`src/rtl/jpeg_dct_seq_if.sv`:
```
// rtl/jpeg_dct_seq_if.sv - control/strobe bundle between the DCT sequencer and the accelerator datapath
interface jpeg_dct_seq_if #(
  parameter int CNT_W = 16
);
  logic             start_i;
  logic             abort_i;
  logic [5:0]       rd_adr_o;
  logic             dct_en_o;
  logic             dct_mux_sel_o;
  logic             tmem_wr_o;
  logic             tmem_rd_o;
  logic [1:0]       q_sel_o;
  logic             out_we_o;
  logic [4:0]       wr_adr_o;
  logic             busy_o;
  logic             done_o;
  logic             start_lost_o;
  logic [CNT_W-1:0] blk_cnt_o;

  // Sequencer side: takes start/abort, drives every strobe and status.
  modport slave (
    input  start_i, abort_i,
    output rd_adr_o, dct_en_o, dct_mux_sel_o, tmem_wr_o, tmem_rd_o, q_sel_o,
           out_we_o, wr_adr_o, busy_o, done_o, start_lost_o, blk_cnt_o
  );

  // Controller side (CSR/DMA): issues start/abort, observes status.
  modport master (
    output start_i, abort_i,
    input  rd_adr_o, dct_en_o, dct_mux_sel_o, tmem_wr_o, tmem_rd_o, q_sel_o,
           out_we_o, wr_adr_o, busy_o, done_o, start_lost_o, blk_cnt_o
  );
endinterface

```
`src/rtl/jpeg_dct_seq.sv`:
```
// rtl/jpeg_dct_seq.sv - 8x8 2-D DCT sequencer: row pass into transpose memory, column pass out through the quantiser
module jpeg_dct_seq #(
  parameter int DCT_LAT = 1,
  parameter int CNT_W   = 16
) (
  input  logic           clk_i,
  input  logic           rst_ni,
  jpeg_dct_seq_if.slave  bus
);

  typedef enum logic [3:0] {
    S_IDLE, S_R_RD0, S_R_RD1, S_R_DCT, S_R_WAIT, S_R_TWR,
    S_C_TRD, S_C_DCT, S_C_WAIT, S_C_WR, S_DONE
  } state_t;

  localparam logic [1:0] LAT_M1 = 2'(DCT_LAT - 1);

  state_t           state_q, state_d;
  logic [2:0]       r_q, r_d;
  logic [2:0]       c_q, c_d;
  logic [1:0]       k_q, k_d;
  logic [1:0]       w_q, w_d;

  logic [5:0]       rd_adr_q;
  logic [4:0]       wr_adr_q;
  logic             dct_en_q, mux_sel_q, tmem_wr_q, tmem_rd_q, out_we_q;
  logic [1:0]       q_sel_q;
  logic             busy_q, done_q, start_lost_q;
  logic [CNT_W-1:0] cnt_q;

  // Next-state and loop-index logic; abort from any active state beats everything else.
  always_comb begin
    state_d = state_q;
    r_d     = r_q;
    c_d     = c_q;
    k_d     = k_q;
    w_d     = w_q;
    if (state_q != S_IDLE && bus.abort_i) begin
      state_d = S_IDLE;
      r_d     = 3'd0;
      c_d     = 3'd0;
    end else begin
      case (state_q)
        S_IDLE: begin
          if (bus.start_i) begin
            state_d = S_R_RD0;
            r_d     = 3'd0;
            c_d     = 3'd0;
          end
        end
        S_R_RD0: state_d = S_R_RD1;
        S_R_RD1: state_d = S_R_DCT;
        S_R_DCT: begin
          state_d = S_R_WAIT;
          w_d     = 2'd0;
        end
        S_R_WAIT: begin
          if (w_q == LAT_M1) state_d = S_R_TWR;
          else               w_d     = w_q + 2'd1;
        end
        S_R_TWR: begin
          if (r_q == 3'd7) begin
            state_d = S_C_TRD;
            c_d     = 3'd0;
          end else begin
            state_d = S_R_RD0;
            r_d     = r_q + 3'd1;
          end
        end
        S_C_TRD: state_d = S_C_DCT;
        S_C_DCT: begin
          state_d = S_C_WAIT;
          w_d     = 2'd0;
        end
        S_C_WAIT: begin
          if (w_q == LAT_M1) begin
            state_d = S_C_WR;
            k_d     = 2'd0;
          end else begin
            w_d     = w_q + 2'd1;
          end
        end
        S_C_WR: begin
          if (k_q == 2'd3) begin
            if (c_q == 3'd7) begin
              state_d = S_DONE;
            end else begin
              state_d = S_C_TRD;
              c_d     = c_q + 3'd1;
            end
          end else begin
            k_d = k_q + 2'd1;
          end
        end
        S_DONE:  state_d = S_IDLE;
        default: state_d = S_IDLE;
      endcase
    end
  end

  // State register plus all outputs, registered from the next state so nothing is combinational from inputs.
  always_ff @(posedge clk_i or negedge rst_ni) begin
    if (!rst_ni) begin
      state_q      <= S_IDLE;
      r_q          <= 3'd0;
      c_q          <= 3'd0;
      k_q          <= 2'd0;
      w_q          <= 2'd0;
      rd_adr_q     <= 6'd0;
      wr_adr_q     <= 5'd0;
      dct_en_q     <= 1'b0;
      mux_sel_q    <= 1'b0;
      tmem_wr_q    <= 1'b0;
      tmem_rd_q    <= 1'b0;
      out_we_q     <= 1'b0;
      q_sel_q      <= 2'd0;
      busy_q       <= 1'b0;
      done_q       <= 1'b0;
      start_lost_q <= 1'b0;
      cnt_q        <= '0;
    end else begin
      state_q      <= state_d;
      r_q          <= r_d;
      c_q          <= c_d;
      k_q          <= k_d;
      w_q          <= w_d;
      dct_en_q     <= (state_d == S_R_DCT) || (state_d == S_C_DCT);
      mux_sel_q    <= (state_d == S_C_TRD) || (state_d == S_C_DCT);
      tmem_wr_q    <= (state_d == S_R_TWR);
      tmem_rd_q    <= (state_d == S_C_TRD);
      out_we_q     <= (state_d == S_C_WR);
      q_sel_q      <= (state_d == S_C_WR) ? k_d : 2'd0;
      busy_q       <= (state_d != S_IDLE) && (state_d != S_DONE);
      done_q       <= (state_d == S_DONE);
      // busy_q mirrors the current state, so this flags starts that arrive mid-block
      start_lost_q <= bus.start_i && busy_q;
      // addresses hold between their own states
      if (state_d == S_R_RD0) rd_adr_q <= {2'b00, r_d, 1'b0};
      if (state_d == S_R_RD1) rd_adr_q <= {2'b00, r_d, 1'b1};
      if (state_d == S_C_WR)  wr_adr_q <= {c_d, k_d};
      // counted on entry to DONE so the new value is visible alongside done_o
      if (state_d == S_DONE && state_q != S_DONE) cnt_q <= cnt_q + 1'b1;
    end
  end

  assign bus.rd_adr_o      = rd_adr_q;
  assign bus.wr_adr_o      = wr_adr_q;
  assign bus.dct_en_o      = dct_en_q;
  assign bus.dct_mux_sel_o = mux_sel_q;
  assign bus.tmem_wr_o     = tmem_wr_q;
  assign bus.tmem_rd_o     = tmem_rd_q;
  assign bus.out_we_o      = out_we_q;
  assign bus.q_sel_o       = q_sel_q;
  assign bus.busy_o        = busy_q;
  assign bus.done_o        = done_q;
  assign bus.start_lost_o  = start_lost_q;
  assign bus.blk_cnt_o     = cnt_q;

endmodule

```
`src/flat_wrapper.sv`:
```
// flat-port wrapper written by rule: the top's interface ports become plain ports
module jpeg_dct_seq_flat 
#(
  parameter int DCT_LAT = 1,
  parameter int CNT_W   = 16
)
  (clk_i, rst_ni, bus_start_i, bus_abort_i, bus_rd_adr_o, bus_dct_en_o, bus_dct_mux_sel_o, bus_tmem_wr_o, bus_tmem_rd_o, bus_q_sel_o, bus_out_we_o, bus_wr_adr_o, bus_busy_o, bus_done_o, bus_start_lost_o, bus_blk_cnt_o);
  jpeg_dct_seq_if #(.CNT_W(CNT_W)) bus_i ();
  input  logic clk_i;
  input  logic rst_ni;
  input wire logic [$bits(bus_i.start_i)-1:0] bus_start_i;
  input wire logic [$bits(bus_i.abort_i)-1:0] bus_abort_i;
  output wire logic [$bits(bus_i.rd_adr_o)-1:0] bus_rd_adr_o;
  output wire logic [$bits(bus_i.dct_en_o)-1:0] bus_dct_en_o;
  output wire logic [$bits(bus_i.dct_mux_sel_o)-1:0] bus_dct_mux_sel_o;
  output wire logic [$bits(bus_i.tmem_wr_o)-1:0] bus_tmem_wr_o;
  output wire logic [$bits(bus_i.tmem_rd_o)-1:0] bus_tmem_rd_o;
  output wire logic [$bits(bus_i.q_sel_o)-1:0] bus_q_sel_o;
  output wire logic [$bits(bus_i.out_we_o)-1:0] bus_out_we_o;
  output wire logic [$bits(bus_i.wr_adr_o)-1:0] bus_wr_adr_o;
  output wire logic [$bits(bus_i.busy_o)-1:0] bus_busy_o;
  output wire logic [$bits(bus_i.done_o)-1:0] bus_done_o;
  output wire logic [$bits(bus_i.start_lost_o)-1:0] bus_start_lost_o;
  output wire logic [$bits(bus_i.blk_cnt_o)-1:0] bus_blk_cnt_o;
  assign bus_i.start_i = bus_start_i;
  assign bus_i.abort_i = bus_abort_i;
  assign bus_rd_adr_o = bus_i.rd_adr_o;
  assign bus_dct_en_o = bus_i.dct_en_o;
  assign bus_dct_mux_sel_o = bus_i.dct_mux_sel_o;
  assign bus_tmem_wr_o = bus_i.tmem_wr_o;
  assign bus_tmem_rd_o = bus_i.tmem_rd_o;
  assign bus_q_sel_o = bus_i.q_sel_o;
  assign bus_out_we_o = bus_i.out_we_o;
  assign bus_wr_adr_o = bus_i.wr_adr_o;
  assign bus_busy_o = bus_i.busy_o;
  assign bus_done_o = bus_i.done_o;
  assign bus_start_lost_o = bus_i.start_lost_o;
  assign bus_blk_cnt_o = bus_i.blk_cnt_o;
  jpeg_dct_seq #(.DCT_LAT(DCT_LAT), .CNT_W(CNT_W)) u_core (.clk_i(clk_i), .rst_ni(rst_ni), .bus(bus_i));
endmodule
```
`config.mk`:
```
export PLATFORM = sky130hd
export DESIGN_NAME = jpeg_dct_seq_flat
export DESIGN_NICKNAME = d
export VERILOG_FILES = /design/src/rtl/jpeg_dct_seq_if.sv /design/src/rtl/jpeg_dct_seq.sv /design/src/flat_wrapper.sv
export SDC_FILE = /design/constraint.sdc
export NUM_CORES = 1
export LEC_CHECK = 0
export ABC_AREA = 1
export CAP_MARGIN = 20
export CORE_MARGIN = 2
export CORE_UTILIZATION = 31
export DETAILED_ROUTE_END_ITERATION = 8
export SETUP_SLACK_MARGIN = 0.02
export SYNTH_ARGS = -nofsm -noshare
export SYNTH_HDL_FRONTEND = slang
export SYNTH_SLANG_ARGS = --single-unit
```
`constraint.sdc`:
```
create_clock -name clk_i -period 2.1 [get_ports clk_i]
set_input_delay 0.42 -clock clk_i [delete_from_list [all_inputs] [get_ports clk_i]]
set_output_delay 0.42 -clock clk_i [all_outputs]
set_load 0.005 [all_outputs]
```
==> results.md <==
- Die Area: between 9000 and 10000 um2
- R2R Path End: u_core.bus.rd_adr_o[1]
- Synthesized instance count: around 320
- Fin. Hold Viols: 0
- Resize count post-CTS: 0
- Slew HR: around two thirds
- Num CTS Buffers: 5
- Worst min path class: in2async
- Highest clock rate: ~540 MHz
- Longest Clk Path Bufs: 2
- Final GP Congestion: about 0.86
- Final TNS setup: 0 ns
- Crit path cell chain: inv_1, nand2_2, a21oi_2, nand2_1, nand3_2, nand3_1, nand2_1, nand2_1, nand2_1, nand2_1
- Worst Setup Path Type: reg2reg
- Final ANT Viol Nets: 0
- Sw power: 1320 uW
- Nets: 369
- Worst r2r src: u_core.state_q[2]
- Max Slew Vio Count: 0
- Clock share of power: 20.4%
- Root buffer cell: clkbuf_8
- CP most frequent cell: nand2_1
- Post-synth top area cell: dfrtp_1
- DRT iter0 DRCs: 80
- Hold-fix buffers, CTS: 0
- RSZ-0062 raised after global routing: no
- Seq cells post-synth: 49
- Vias in the first global route: roughly 2000
- Worst hold slack: between 0.07 and 0.08 ns
- Crit path capture type: flop
- Skew final: 0.0103 ns
- Tot GR Track Use: 13.2%
- Flop-to-flop setup slack: 0.24 ns
- Slew @ Worst Pin: about 0.5 ns
- Share of layout cells above drive strength 1: between 10% and 20%
- Final setup violation count: 0
- Post-layout util: slightly below 40%
- 1st-pass router iterations: 4
- Total grt overflow: 0
- H-tree depth: 2
- Via density: 4.41
- Crit. Startpoint: u_core.state_q[2]
- Seq pwr share: between 30 and 40%
- Mapped Area: 2560 um2
- Initial Util: a little under a third
- Arr. time, crit path: between 2 and 2.5 ns
- # DRC: 0
- Worst-path clk slew: about 0.1 ns
- Period utilization: about nine tenths
- ANT cells: 0
- Crit Path Max Fanout: 4
- Die X: approximately 95 um
- Worst EP required: around 2.3 ns
- Outcome: complete, no violations
- Combinational group share of total power: between 40% and 50%
- Leak pwr: 0.00166 uW
- Crit path time final: 1.86 ns
- Area growth, synth to finish: 23.6%
- Most frequent cells in the layout: nand2_1 (98), dfrtp_1 (48), inv_1 (42), clkdlybuf4s50_1 (37), nor2_1 (24)
- DP HPWL: 4.21 mm
- Unique masters post-synth: 30
- CTS tree: built
- Critical path startpoint category: flop
- Vias after detailed routing: a little over 2000
- Top cell type's share of synthesized area: 47.8%
- Register area share after synthesis: 47.8%
- Kind of cell adding the most delay to the critical path: simple AND/OR/NAND/NOR gates
- Layout fillers: around 840
- Syn avg cell area: roughly 8.0 um2
- Commonest non-fill, non-tap cell in the layout: nand2_1
- Max-cap violations: 0
- Core region area: between 8000 and 9000 um2
- Slowest stage delay, CP: roughly 0.45 ns
- Initial antenna violation count: 0
- First-pass GRT wire length: approximately 9.3 mm
- Crit path buffers/inverters: 1
- # rows: 33
- Worst-skew pair later-pin latency: ~0.31 ns
- R2R depth: 10
- Synth top area cells: dfrtp_1 (48%), nand2_1 (14%), inv_1 (6.1%), nand3_1 (4.3%), nor2_1 (3.7%)
- Setup bufs post-CTS: 0
- Sw Share: just under 40%
- Max IR drop VDD: 431 uV
- Clk sink count: between 40 and 50
- CP Depth: 10
- IO Pins: roughly 40
- CP max-delay cell: dfrtp_1
- Die height: about 95 um
- Routed len/inst: 11.7 um
- Drt total wl: between 5 and 6 mm
- Crit path to: u_core.bus.rd_adr_o[1]
- Largest net degree at the start of global routing: 29
- Number of buffers added on ports: 38
- P per Cell Area: about 1100 nW/um2
- Pint: 2040 uW
- Yosys warning total: 0
-- routing by layer --
layer,up-vias,track usage (%),part of all wire (%)
li1,1069,-,-
met1,939,16.8,45
met2,41,22.3,49
met3,10,2.63,3.6
met4,0,4.47,1.6
met5,-,0,0
-- worst reg2reg max path, stage by stage, from the launching register on --
cell	delay [ns]
dfrtp_1	0.45
inv_1	0.14
nand2_2	0.13
a21oi_2	0.22
nand2_1	0.14
nand3_2	0.17
nand3_1	0.12
nand2_1	0.15
nand2_1	0.12
nand2_1	0.08
nand2_1	0.05
-- worst min-delay path by stage --
stage	endpoint	start	slack [ns]
3_5_place_dp	u_core.bus.blk_cnt_o[10]	rst_ni	0.43
6_report	u_core.bus.blk_cnt_o[2]	rst_ni	0.07
2_1_floorplan	u_core.bus.blk_cnt_o[0]	rst_ni	0.12
5_1_grt	u_core.bus.blk_cnt_o[10]	rst_ni	0.11
4_1_cts	u_core.bus.blk_cnt_o[10]	rst_ni	0.08
3_3_place_gp	u_core.bus.blk_cnt_o[14]	rst_ni	0.43
-- power by group through the flow --
stage / logic [uW] / clock network [uW] / registers, uW
6_report: 1370 / 688 / 1310
3_3_place_gp: 1350 / 0 / 1320
2_1_floorplan: 902 / 0 / 1300
5_1_grt: 1560 / 744 / 1340
4_1_cts: 1380 / 708 / 1310
3_5_place_dp: 1380 / 0 / 1330
-- stage by stage --
stage,cell area [um2],power [uW],std cells,setup WS [ns]
after detailed placement,3050,2700,459,0.0936
after floorplan,2570,2200,320,0.518
final,3170,3370,467,0.239
after CTS,3160,3400,467,0.162
after global routing,3170,3650,467,0.0268
after global placement,3050,2680,459,0.139
-- layout make-up --
cell class | count | area [um2] | area share, %
Sequential cell | 49 | 1230 | 38.7
Inverter | 47 | 184 | 5.81
Timing Repair Buffer | 39 | 395 | 12.5
Clock buffer | 5 | 68.8 | 2.17
Multi-Input combinational cell | 219 | 1120 | 35.3
Tap cell | 105 | 131 | 4.15
Clock inverter | 3 | 43.8 | 1.38
-- synth_stat cells, drive strengths merged --
cell and n:
inv 46, clkinv 1, conb 1, a31oi 1, dfrtp 49, nor2 30
nand2 107, xnor2 6, xor2 8, buf 5, o21ai 19, o211ai 1
nor3 6, ha 4, nand4 3, nand3 24, a21oi 8
-- state kept, by name, indices dropped and copies added, names as in the netlist, 2 cells and up --
signal	flops
u_core.bus.blk_cnt_o	16
u_core.bus.wr_adr_o	5
u_core.bus.rd_adr_o	4
u_core.state_q	4
u_core.c_q	3
u_core.r_q	3
u_core.bus.q_sel_o	2
u_core.k_q	2
u_core.w_q	2
-- cells by family after synthesis --
| group | after synthesis | share of synthesized area [%] |
|---|---|---|
| AO/OA/AOI/OAI | 29 | 6.69 |
| XOR/XNOR | 14 | 4.78 |
| adder cells (fa/ha/maj) | 4 | 1.95 |
| buffers and inverters | 52 | 8.83 |
| flip-flops | 49 | 47.8 |
| other | 1 | 0.146 |
| AND/OR/NAND/NOR | 170 | 29.8 |
Note: power is estimated with default switching activity, not from simulation.
